`config.mk`:
```
export PLATFORM = sky130hd
export DESIGN_NAME = strobe_burst_tx
export DESIGN_NICKNAME = d
export VERILOG_FILES = /design/src/rtl/strobe_pkg.sv /design/src/rtl/strobe_timer.sv /design/src/rtl/strobe_burst_tx.sv
export SDC_FILE = /design/constraint.sdc
export NUM_CORES = 1
export LEC_CHECK = 0
export CORE_UTILIZATION = 57
export DETAILED_ROUTE_END_ITERATION = 8
export GPL_ROUTABILITY_DRIVEN = 0
export PLACE_DENSITY = 0.74
export SLEW_MARGIN = 20
export SYNTH_ARGS = -nofsm -noshare
export SYNTH_HDL_FRONTEND = slang
export SYNTH_HIERARCHICAL = 1
export SYNTH_SLANG_ARGS = --single-unit
```
`constraint.sdc`:
```
create_clock -name CLK -period 8.4 [get_ports CLK]
set_input_delay 0.84 -clock CLK [delete_from_list [all_inputs] [get_ports CLK]]
set_output_delay 0.84 -clock CLK [all_outputs]
set_load 0.01 [all_outputs]
```
`src/rtl/strobe_pkg.sv`:
```
// Shared types and default timing constants for the strobe burst transmitter.
package strobe_pkg;

    localparam int unsigned PULSES_DEF       = 6;
    localparam int unsigned HIGH_CYC_DEF     = 4;
    localparam int unsigned LOW_CYC_DEF      = 4;
    localparam int unsigned COOLDOWN_CYC_DEF = 20000002;
    localparam int unsigned PULSE_CNT_W      = 4;

    typedef enum logic [2:0] {
        ST_IDLE = 3'd0,
        ST_HIGH = 3'd1,
        ST_LOW  = 3'd2,
        ST_COOL = 3'd3,
        ST_FIN  = 3'd4
    } state_t;

endpackage

```
`src/rtl/strobe_timer.sv`:
```
// Loadable down-counter that saturates at zero; o_zero_c flags the final cycle of a phase.
module strobe_timer #(
    parameter int unsigned W = 8
) (
    input  logic         i_clk,
    input  logic         i_rst_n,
    input  logic         i_load,
    input  logic [W-1:0] i_value,
    input  logic         i_en,
    output logic         o_zero_c
);

    logic [W-1:0] r_cnt;

    always_ff @(posedge i_clk or negedge i_rst_n) begin
        if (!i_rst_n) begin
            r_cnt <= '0;
        end else if (i_load) begin
            r_cnt <= i_value;
        end else if (i_en && (r_cnt != '0)) begin
            r_cnt <= r_cnt - W'(1);
        end
    end

    assign o_zero_c = (r_cnt == '0);

endmodule

```
`src/rtl/strobe_burst_tx.sv`:
```
// Emits PULSES strobe pulses per request, then enforces a cooldown before DONE.
// Optional macro STB_REQ_QUEUE_EN adds a one-deep pending-request flag.
module strobe_burst_tx
    import strobe_pkg::*;
#(
    parameter int unsigned PULSES       = PULSES_DEF,
    parameter int unsigned HIGH_CYC     = HIGH_CYC_DEF,
    parameter int unsigned LOW_CYC      = LOW_CYC_DEF,
    parameter int unsigned COOLDOWN_CYC = COOLDOWN_CYC_DEF
) (
    input  logic CLK,
    input  logic RST_N,
    input  logic REQ,
    output logic STB,
    output logic BUSY,
    output logic DONE
);

    localparam int unsigned TW = $clog2(COOLDOWN_CYC + 1);
    localparam int unsigned CW = PULSE_CNT_W;

    state_t        r_state;
    state_t        w_state_nxt;
    logic [CW-1:0] r_pulse_cnt;
    logic [CW-1:0] w_pulse_cnt_nxt;
    logic [CW-1:0] w_sent;
    logic [TW-1:0] w_value;
    logic          w_load;
    logic          w_zero;
    logic          w_tmr_en;
    logic          w_pend;
    logic          w_start;
    logic          r_stb;
    logic          r_busy;
    logic          r_done;

`ifdef STB_REQ_QUEUE_EN
    logic r_pend;
    logic w_pend_nxt;

    // Capture at most one request seen while busy; consumed on the next IDLE cycle.
    always_comb begin
        w_pend_nxt = r_pend;
        if (r_state == ST_IDLE) begin
            w_pend_nxt = 1'b0;
        end else if (REQ) begin
            w_pend_nxt = 1'b1;
        end
    end

    always_ff @(posedge CLK or negedge RST_N) begin
        if (!RST_N) begin
            r_pend <= 1'b0;
        end else begin
            r_pend <= w_pend_nxt;
        end
    end

    assign w_pend = r_pend;
`else
    assign w_pend = 1'b0;
`endif

    assign w_start  = REQ | w_pend;
    assign w_sent   = r_pulse_cnt + CW'(1);
    assign w_tmr_en = (r_state != ST_IDLE);

    strobe_timer #(
        .W (TW)
    ) u_timer (
        .i_clk    (CLK),
        .i_rst_n  (RST_N),
        .i_load   (w_load),
        .i_value  (w_value),
        .i_en     (w_tmr_en),
        .o_zero_c (w_zero)
    );

    // Next state; the timer is reloaded with the new phase length on every transition.
    always_comb begin
        w_state_nxt     = r_state;
        w_pulse_cnt_nxt = r_pulse_cnt;
        w_load          = 1'b0;
        w_value         = '0;
        case (r_state)
            ST_IDLE: begin
                if (w_start) begin
                    w_state_nxt     = ST_HIGH;
                    w_pulse_cnt_nxt = '0;
                    w_load          = 1'b1;
                    w_value         = TW'(HIGH_CYC - 1);
                end
            end
            ST_HIGH: begin
                if (w_zero) begin
                    w_pulse_cnt_nxt = w_sent;
                    w_load          = 1'b1;
                    if (w_sent < CW'(PULSES)) begin
                        w_state_nxt = ST_LOW;
                        w_value     = TW'(LOW_CYC - 1);
                    end else begin
                        w_state_nxt = ST_COOL;
                        w_value     = TW'(COOLDOWN_CYC - 1);
                    end
                end
            end
            ST_LOW: begin
                if (w_zero) begin
                    w_state_nxt = ST_HIGH;
                    w_load      = 1'b1;
                    w_value     = TW'(HIGH_CYC - 1);
                end
            end
            ST_COOL: begin
                if (w_zero) begin
                    w_state_nxt = ST_FIN;
                    w_load      = 1'b1;
                end
            end
            ST_FIN: begin
                w_state_nxt = ST_IDLE;
            end
            default: begin
                w_state_nxt = ST_IDLE;
            end
        endcase
    end

    // Outputs are decoded from the next state so they line up with the state register.
    always_ff @(posedge CLK or negedge RST_N) begin
        if (!RST_N) begin
            r_state     <= ST_IDLE;
            r_pulse_cnt <= '0;
            r_stb       <= 1'b0;
            r_busy      <= 1'b0;
            r_done      <= 1'b0;
        end else begin
            r_state     <= w_state_nxt;
            r_pulse_cnt <= w_pulse_cnt_nxt;
            r_stb       <= (w_state_nxt == ST_HIGH);
            r_busy      <= (w_state_nxt != ST_IDLE);
            r_done      <= (w_state_nxt == ST_FIN);
        end
    end

    assign STB  = r_stb;
    assign BUSY = r_busy;
    assign DONE = r_done;

endmodule

```
==> results of run 1 <==
critical path: cells and delay by family, from the launching register on:
kind            cells  cell delay, ns
compound gates      2            0.51
buf+inv             1            0.49
flops               1            0.44
mux                 1            0.11
simple gates        5            2.55
logic make-up after synthesis:
logic type,share of synthesized area [%]
XOR/XNOR,8.24
flip-flops,41.2
AND/OR/NAND/NOR,25.6
adder cells (fa/ha/maj),1.76
buffers and inverters,3.12
other,0.176
multiplexers,5.24
AO/OA/AOI/OAI,14.7
cell usage in the layout, fill, tap and decap left out, types with 2 or more instances in the layout:
master,count
and4_1,3
o31ai_1,4
nor3_1,6
o21ai_0,3
mux2_2,9
or4_1,3
o21ai_1,17
o211ai_1,7
nand3_1,4
a21oi_1,9
clkdlybuf4s50_1,5
a211oi_1,2
a31oi_1,2
dfrtp_1,35
nand4_1,9
or3_1,3
nor2b_1,3
nand2_1,22
clkbuf_8,7
and3_1,3
xor2_1,9
inv_1,5
nor4_1,2
conb_1,15
and2_1,2
xnor2_1,11
ha_1,3
nor4_2,3
nor2_1,15
through the flow:
stage	cell area, µm²	power (mW)	setup WS, ns	hold slack [ns]
after floorplan	2180	0.375	5.49	0.472
after global placement	2250	0.405	4.43	0.498
after detailed placement	2250	0.416	4.21	0.522
after CTS	2350	0.552	4.17	0.531
after global routing	2350	0.588	3.79	0.555
final	2350	0.550	4.15	0.531
where the power goes:
group	switching (mW)	internal [mW]
logic	0.0786	0.0755
clock network	0.0592	0.0748
registers	0.0514	0.210
total	0.189	0.360
final timing paths:
path,start,end,cells past startpoint
min reg2reg,r_pulse_cnt[3],r_pulse_cnt[3],1
min,r_pulse_cnt[3],r_pulse_cnt[3],1
max reg2reg,u_timer/r_cnt[5],u_timer/r_cnt[6],9
max in group asynchronous,RST_N,r_state[1],2
min in group asynchronous,RST_N,r_pulse_cnt[2],2
max,u_timer/r_cnt[5],u_timer/r_cnt[6],9
state kept, by name, indices dropped and copies added, names as in the netlist:
signal and count:
BUSY 1, DONE 1, STB 1, r_pulse_cnt 4, r_state 3, u_timer/r_cnt 25
per-layer routing:
layer	global-route usage, %	wire length, µm	share of wire, %	vias up
li1	-	-	-	845
met1	34.7	2110	47	816
met2	41.8	2120	48	23
met3	5.43	152	3.4	9
met4	11.9	79	1.8	0
met5	0	0	0	-
final cells by class:
cell class                      count  area (µm²)  share of cell area, %
Tap cell                           46        57.6                   2.45
Timing Repair Buffer                6        57.6                   2.45
Clock buffer                        8         100                   4.26
Inverter                            5        18.8                  0.800
Sequential cell                    35         876                   37.3
Multi-Input combinational cell    190        1240                   52.7
==> results by group, run 1 <==
Floorplan
  • CORE AREA: between 3000 and 4000 µm²
  • Io pins: 6
  • Die extent in x: about 63 µm
  • Initial Utilization: about three fifths
  • Die ar.: about 4000 µm²
  • Die Y: between 60 and 70 µm
  • Std cell rows: 21

Logic synthesis
  • Register area share after synthesis: 41.2%
  • Synth top area cells: dfrtp_1 (41%), mux2_2 (4.8%), xnor2_1 (4.5%), o21ai_1 (4.0%), nand2_1 (3.9%)
  • Mapped Area: 2130 µm²
  • Synth top area share: 41.2%
  • Synth Area per Inst: between 9 and 10 µm²
  • Synth warnings: 6
  • EDFF count, synth: 0
  • Synth cell count leaders: dfrtp_1 (35), nand2_1 (22), o21ai_1 (17)
  • Most common cell in the netlist: dfrtp_1
  • Ys async rst share: 100%
  • Top cell type by total area after synthesis: dfrtp_1
  • Main synth FF type: dfrtp_1
  • Synth cell types: 50
  • Syn Inst Count: roughly 230
  • Synthesized flop and latch total: 35

Clocking
  • Clock sinks: 35
  • Worst skew pair latency: roughly 0.29 ns
  • CTS resizes: 0
  • Clock Tree Buf Depth: 2
  • CTS tree: yes
  • CTS Hold Bufs: 0
  • Total CTS buffers: 5
  • Clock Tree Root: clkbuf_8
  • Postcts setup bufs: 0
  • Clock slew seen by the registers of the worst setup and hold paths: 0.07 ns
  • # H-tree levels: 2

Routing
  • Routed WL: 4460 µm
  • Post-route ant nets: 0
  • Drt first pass iters: 4
  • DR vias: roughly 1700
  • Remaining DRCs: 0
  • DR WL/cell: 15.4 µm
  • DR vias/cell: slightly below 6
  • Initial DRC Count: 93

Global route
  • Gr usage total: between 20% and 30%
  • First-pass GRT wire length: 8070 µm
  • Initial antenna violation count: 0
  • Largest net degree at the start of global routing: 36
  • Remaining global-route overflow: 0
  • Number of global-route vias before repair: roughly 1800

Timing
  • Final period util: around half
  • RSZ-0062 raised after global routing: false
  • Final Hold Fails: 0
  • Setup TNS: 0 ns
  • Clock period minus worst slack: around 4.2 ns
  • Setup violators final: 0
  • Worst-Margin Slew: roughly 0.94 ns
  • Fmax: roughly 0.24 GHz
  • Clock skew: about 0.0042 ns
  • Max-slew headroom: between 30% and 40%
  • Slew Limit Fails: 0

Worst hold path
  • Class of the worst hold path: flip-flop to flip-flop

Finish
  • # fillers: 297
  • Finished Layout Cells: 290
  • # nets final: 249
  • Share of post-route cells with drive strength above 1: approximately an eighth
  • Diode count: 0
  • Final Util: 68.2%
  • Layout area overhead: 10.4%

Pwr
  • Pwr dens: around 230 nW/µm²
  • Worst vdd ir: approximately 120 µV
  • Leakage: approximately 0.95 nW

Placement
  • I/O Buffers: 5
  • Placed Cells: around 280
  • Post-DP HPWL: between 3000 and 4000 µm

Worst setup path
  • Crit path DAT: about 4.4 ns
  • Critical path, cell by cell: nor3_1 > and3_1 > and4_1 > mux2i_1 > or3_4 > nand2_1 > inv_1 > o211a_1 > a221o_1
  • Worst EP required: around 8.6 ns
  • R2r setup slk: a little over 4 ns
  • Setup crit end kind: flip-flop
  • Crit-path max cell delay: between 0.7 and 0.8 ns
  • Setup CP Type: flip-flop to flip-flop
  • CP max-delay cell: nand2_1
  • Startpoint types: flip-flop
  • Worst-path fanout max: 31

Run
  • Maxcap violations: 0

Run status
  • Status: finished, final reports clean
(Power assumes the default switching activity.)
==> inputs of run 2 (changes only) <==
Clock period 8.4 ns to 4.15 ns, I/O delays scaled along.
==> run 2 against run 1 <==
Clock-buffer cell count down 2; global-route usage down 1.3 points; maximum frequency up 28%; setup slack worse by 3.3 ns; via count down 1.8%; critical path type unchanged; critical endpoint unchanged.
==> results by group, run 2 (synthesis gave the netlist of run 1 again) <==
Run status
  • Status: finished, final reports clean

Finish
  • Layout area overhead: 9.41%
  • Max reg flops: 25
  • # nets final: 250
  • Most common cell after layout, fill and taps aside: dfrtp_1
  • Diode count: 0
  • Biggest register: u_timer/r_cnt
  • Share of post-route cells with drive strength above 1: a little under an eighth
  • Biggest regs: u_timer/r_cnt: 25 flops, r_pulse_cnt: 4 flops, r_state: 3 flops
  • Most frequent cells in the layout: dfrtp_1 (35), nand2_1 (22), o21ai_1 (17)
  • Post-route cell area: ~2300 µm²

Clocking
  • CTS tree: yes
  • Clock sinks: 35
  • Postcts setup bufs: 0
  • # H-tree levels: 2
  • Clock slew seen by the registers of the worst setup and hold paths: approximately 0.06 ns
  • CTS resizes: 0
  • Total CTS buffers: 5
  • CTS Hold Bufs: 0
  • Clock Tree Root: clkbuf_8
  • Clock Tree Buf Depth: 2
  • Worst skew pair latency: roughly 0.27 ns

Timing
  • RSZ-0062 raised after global routing: false
  • Clock skew: ~0.0026 ns
  • Clock period minus worst slack: ~3.3 ns
  • Setup violators final: 0
  • Final period util: ~80%
  • Max-slew headroom: 55.7%
  • Worst-Margin Slew: roughly 0.66 ns
  • Slew Limit Fails: 0
  • Fmax: about 0.30 GHz
  • Setup TNS: 0 ns
  • Final Hold Fails: 0

Global route
  • Initial antenna violation count: 0
  • Remaining global-route overflow: 0
  • First-pass GRT wire length: ~7800 µm
  • Gr usage total: between 20 and 30%
  • Number of global-route vias before repair: about 1700
  • Largest net degree at the start of global routing: 36

Routing
  • Met2 WL: roughly 2000 µm
  • WL met1: between 2000 and 2500 µm
  • Met3 routed WL: between 100 and 150 µm
  • DR vias/cell: around 5.8
  • Routed WL: approximately 4200 µm
  • Max Used Layer: met4
  • DR WL/cell: 14.6 µm
  • Post-route ant nets: 0
  • Drt first pass iters: 5
  • DR vias: about 1700
  • Remaining DRCs: 0
  • Initial DRC Count: approximately 120

Pwr
  • Switching power: approximately 0.36 mW
  • Pwr dens: between 400 and 500 nW/µm²
  • Comb pwr share: a little under 30%
  • Flop pwr share: 49.9%
  • Leakage: about 0.94 nW
  • Cell Int Power: 0.691 mW
  • Clk pwr share: 20.5%
  • Pwr Total: 1.06 mW
  • Switching Share: 34.5%
  • Worst vdd ir: 312 µV

Floorplan
  • Initial Utilization: 61.8%
  • CORE AREA: approximately 3400 µm²
  • Io pins: 6
  • Die ar.: 3980 µm²
  • Die extent in x: around 63 µm
  • Die Y: ~63 µm
  • Std cell rows: 21

Worst setup path
  • Setup crit end kind: flip-flop
  • Worst EP required: 4.30 ns
  • Crit path DAT: approximately 3.5 ns
  • Startpoint types: flip-flop
  • Setup CP Type: flip-flop to flip-flop
  • Worst-path fanout max: 30

Placement
  • Placed cell area: 2250 µm²
  • I/O Buffers: 5
  • Post-DP HPWL: between 3000 and 4000 µm

Worst hold path
  • Class of the worst hold path: flip-flop to flip-flop

Run
  • Maxcap violations: 0
-- run 2: changes by cell type in the layout (fill, tap and decap cells not counted) --
cell,delta
buf_4,+1
clkbuf_8,-2
-- run 2: area by class of cell --
| type | instances | area [µm²] |
|---|---|---|
| Multi-Input combinational cell | 190 | 1240 |
| Timing Repair Buffer | 7 | 65.1 |
| Tap cell | 46 | 57.6 |
| Inverter | 5 | 18.8 |
| Sequential cell | 35 | 876 |
| Fill cell | 286 | 1110 |
| Clock buffer | 6 | 72.6 |
-- run 2: final timing paths --
path                                      to  slack [ns]             start  depth (start not counted)
setup / recovery            u_timer/r_cnt[6]        0.83  u_timer/r_cnt[5]                          9
hold / removal                r_pulse_cnt[3]        0.52    r_pulse_cnt[3]                          1
setup reg to reg            u_timer/r_cnt[6]        0.83  u_timer/r_cnt[5]                          9
hold reg to reg               r_pulse_cnt[3]        0.52    r_pulse_cnt[3]                          1
max in group asynchronous  u_timer/r_cnt[13]        3.28             RST_N                          2
min in group asynchronous     r_pulse_cnt[3]        0.55             RST_N                          2
-- run 2: metrics by stage --
step                      hold WS [ns]  std cells  util [%]  worst slack [ns]
after floorplan                  0.119        241         -              1.24
after global placement           0.499        283      65.5              1.04
after detailed placement         0.511        283      65.5             0.875
after CTS                        0.520        289      67.6             0.860
after global routing             0.540        289      67.6             0.523
final                            0.520        289      67.6             0.834
-- run 2: routing by layer --
| metal | up-vias | global-route usage (%) |
|---|---|---|
| met3 | 2 | 4.17 |
| met4 | 0 | 7.85 |
| li1 | 846 | - |
| met1 | 793 | 36.0 |
| met5 | - | 0 |
| met2 | 22 | 38.6 |
-- run 2: power by group through the flow --
stage / combinational, mW / clock, mW / sequential (mW)
after floorplan: 0.251 / 0 / 0.509
after CTS: 0.313 / 0.223 / 0.525
after detailed placement: 0.310 / 0 / 0.531
after global routing: 0.355 / 0.236 / 0.541
final: 0.313 / 0.217 / 0.527
after global placement: 0.293 / 0 / 0.523
-- run 2: critical path: stages, from the launching register on --
cell     delay, ns
dfrtp_1       0.44
nor3_1        0.50
and3_1        0.52
and4_1        0.42
mux2i_1       0.13
or3_4         0.37
nand2_1       0.10
buf_4         0.30
nor2_1        0.08
a221o_1       0.33
==> inputs of run 3 (changes only) <==
Clock period 4.15 ns to 3.1 ns, I/O delays scaled along.
==> run 3 against run 2 <==
First-iteration DRC count up 18%; clock skew up 0.0018 ns; via count up 5.4%; critical path type unchanged; flip-flop and latch count unchanged; sequential share of layout area down 0.99 points; routed wire length up 5.3%; cell area up 2.7%; worst hold slack worse by 0.080 ns; combinational power up 38%; non-clock buffer count up 4; global-route usage up 0.29 points; sequential power up 35%.
==> results by group, run 3 (synthesis gave the netlist of run 1 again) <==
Floorplan
  • Initial Utilization: between 60% and 70%
  • Die extent in x: between 60 and 70 µm
  • Io pins: 6
  • Std cell rows: 21
  • Die ar.: roughly 4000 µm²
  • CORE AREA: around 3400 µm²
  • Die Y: 63.1 µm

Clocking
  • Clock Tree Root: clkbuf_8
  • # H-tree levels: 2
  • Clock sinks: 35
  • Worst skew pair latency: 0.29 ns
  • CTS tree: yes
  • Clock slew seen by the registers of the worst setup and hold paths: approximately 0.070 ns
  • CTS Hold Bufs: 0
  • Total CTS buffers: 5
  • Clock Tree Buf Depth: 2

Finish
  • Biggest register: u_timer/r_cnt
  • # nets final: ~250
  • # fillers: between 200 and 300
  • Biggest regs: u_timer/r_cnt: 25 flops, r_pulse_cnt: 4 flops, r_state: 3 flops
  • Layout area overhead: 12.4%
  • Share of post-route cells with drive strength above 1: about 14%
  • Most common cell after layout, fill and taps aside: dfrtp_1
  • Diode count: 0
  • Area of the multi-input gates: 1240 µm²
  • Max reg flops: 25
  • Most frequent cells in the layout: dfrtp_1 (35), nand2_1 (22), o21ai_1 (17)
  • Post-route cell area: around 2400 µm²
  • FF+latch area: 876 µm²

Timing
  • Clock skew: about 0.0044 ns
  • Clock period minus worst slack: 2.86 ns
  • RSZ-0062 raised after global routing: false
  • Setup violators final: 0
  • Fmax: 0.349 GHz
  • Max-slew headroom: 65.9%
  • Setup TNS: 0 ns
  • Final period util: a little over 90%
  • Slew Limit Fails: 0
  • Worst-Margin Slew: between 0.5 and 0.6 ns
  • Final Hold Fails: 0

Worst setup path
  • Setup crit end kind: flip-flop
  • Worst-path fanout max: 14
  • R2r setup slk: between 0.2 and 0.25 ns
  • R2R depth: 9
  • Worst setup startpoint: u_timer/r_cnt[17]
  • Setup CP Type: flip-flop to flip-flop
  • CP max-delay cell: nor4_2
  • R2R Path End: u_timer/r_cnt[6]
  • Startpoint types: flip-flop
  • Crit path DAT: about 3 ns
  • Worst EP required: around 3.3 ns
  • Last element of the critical path: u_timer/r_cnt[6]
  • Crit-path max cell delay: ~0.44 ns
  • Critical path, cell by cell: nor4_2 > and2_1 > and4_1 > mux2i_1 > or3_4 > nand2_1 > inv_1 > o211a_1 > a221o_1
  • R2R Path Start: u_timer/r_cnt[17]

Routing
  • Initial DRC Count: 140
  • DR WL/cell: approximately 15 µm
  • Post-route ant nets: 0
  • DR vias/cell: slightly below 6
  • Routed WL: about 4500 µm
  • Remaining DRCs: 0
  • Drt first pass iters: 4
  • DR vias: 1752

Global route
  • Initial antenna violation count: 0
  • Gr usage total: approximately 25%
  • Number of global-route vias before repair: between 1500 and 2000
  • First-pass GRT wire length: slightly below 8000 µm
  • Remaining global-route overflow: 0
  • Largest net degree at the start of global routing: 36

Pwr
  • Comb pwr share: roughly 29%
  • Switching Share: 34.1%
  • Flop pwr share: between 40% and 50%
  • Pwr Total: approximately 1.5 mW
  • Leakage: ~0.98 nW
  • Cell Int Power: between 0.9 and 1 mW
  • Switching power: 0.516 mW
  • Clk pwr share: around a quarter
  • Worst vdd ir: between 300 and 400 µV
  • Pwr dens: around 630 nW/µm²

Placement
  • Post-DP HPWL: between 3000 and 4000 µm
  • Placed cell area: ~2300 µm²
  • I/O Buffers: 5

Run
  • Maxcap violations: 0

Worst hold path
  • Class of the worst hold path: input port to async pin

Run status
  • Status: finished, final reports clean
-- run 3: cell type report --
class	count	area share [%]
flip-flops and latches	35	36.6
inverters	5	0.785
clock buffers	8	4.19
multi-input cells	190	52.0
well taps	46	2.41
repair buffers	11	3.98
-- run 3: worst min-delay path by stage --
stage | slack [ns] | end | startpoint | depth (start not counted)
floorplan | 0.01 | BUSY | RST_N | 0
global placement | 0.51 | r_pulse_cnt[3] | r_pulse_cnt[3] | 1
detailed placement | 0.52 | r_pulse_cnt[3] | r_pulse_cnt[3] | 1
CTS | 0.45 | r_pulse_cnt[0] | RST_N | 2
global route | 0.50 | r_pulse_cnt[2] | RST_N | 2
finish | 0.44 | r_pulse_cnt[2] | RST_N | 2
-- run 3: power groups by stage --
stage | combinational (mW) | sequential (mW) | clock (mW)
6_report | 0.433 | 0.714 | 0.365
5_1_grt | 0.492 | 0.728 | 0.390
4_1_cts | 0.430 | 0.709 | 0.371
3_5_place_dp | 0.428 | 0.715 | 0
3_3_place_gp | 0.407 | 0.705 | 0
2_1_floorplan | 0.335 | 0.681 | 0
-- run 3: through the flow --
step                worst slack [ns]  hold slack, ns  utilization (%)  std cells
floorplan                      0.187          0.0144                -        241
global placement               0.362           0.505             66.4        287
detailed placement             0.235           0.521             66.4        287
CTS                            0.217           0.454             69.3        295
global route                  0.0582           0.503             69.4        295
finish                         0.237           0.440             69.4        295
-- run 3: worst max-delay path: cells and delay by family (launching register included) --
family | cells | cell delay, ns
flip-flops | 1 | 0.43
multiplexers | 1 | 0.12
AND/OR/NAND/NOR | 5 | 1.47
AO/OA/AOI/OAI | 2 | 0.49
buffers and inverters | 1 | 0.23
-- run 3: routing by layer --
| metal | track usage (%) | up-vias | wire, µm |
|---|---|---|---|
| met3 | 5.98 | 6 | 154 |
| met1 | 34.6 | 852 | 2100 |
| met5 | 0 | - | 0 |
| li1 | - | 854 | - |
| met4 | 10.8 | 0 | 51 |
| met2 | 38.4 | 40 | 2150 |
-- run 3: what timing repair did --
| item | in CTS | in global routing |
|---|---|---|
| setup buffers | 0 | 0 |
| setup endpoints to repair | 0 | 1 |
| endpoints found under the hold margin | 0 | 0 |
| gates resized for setup | 0 | 1 |
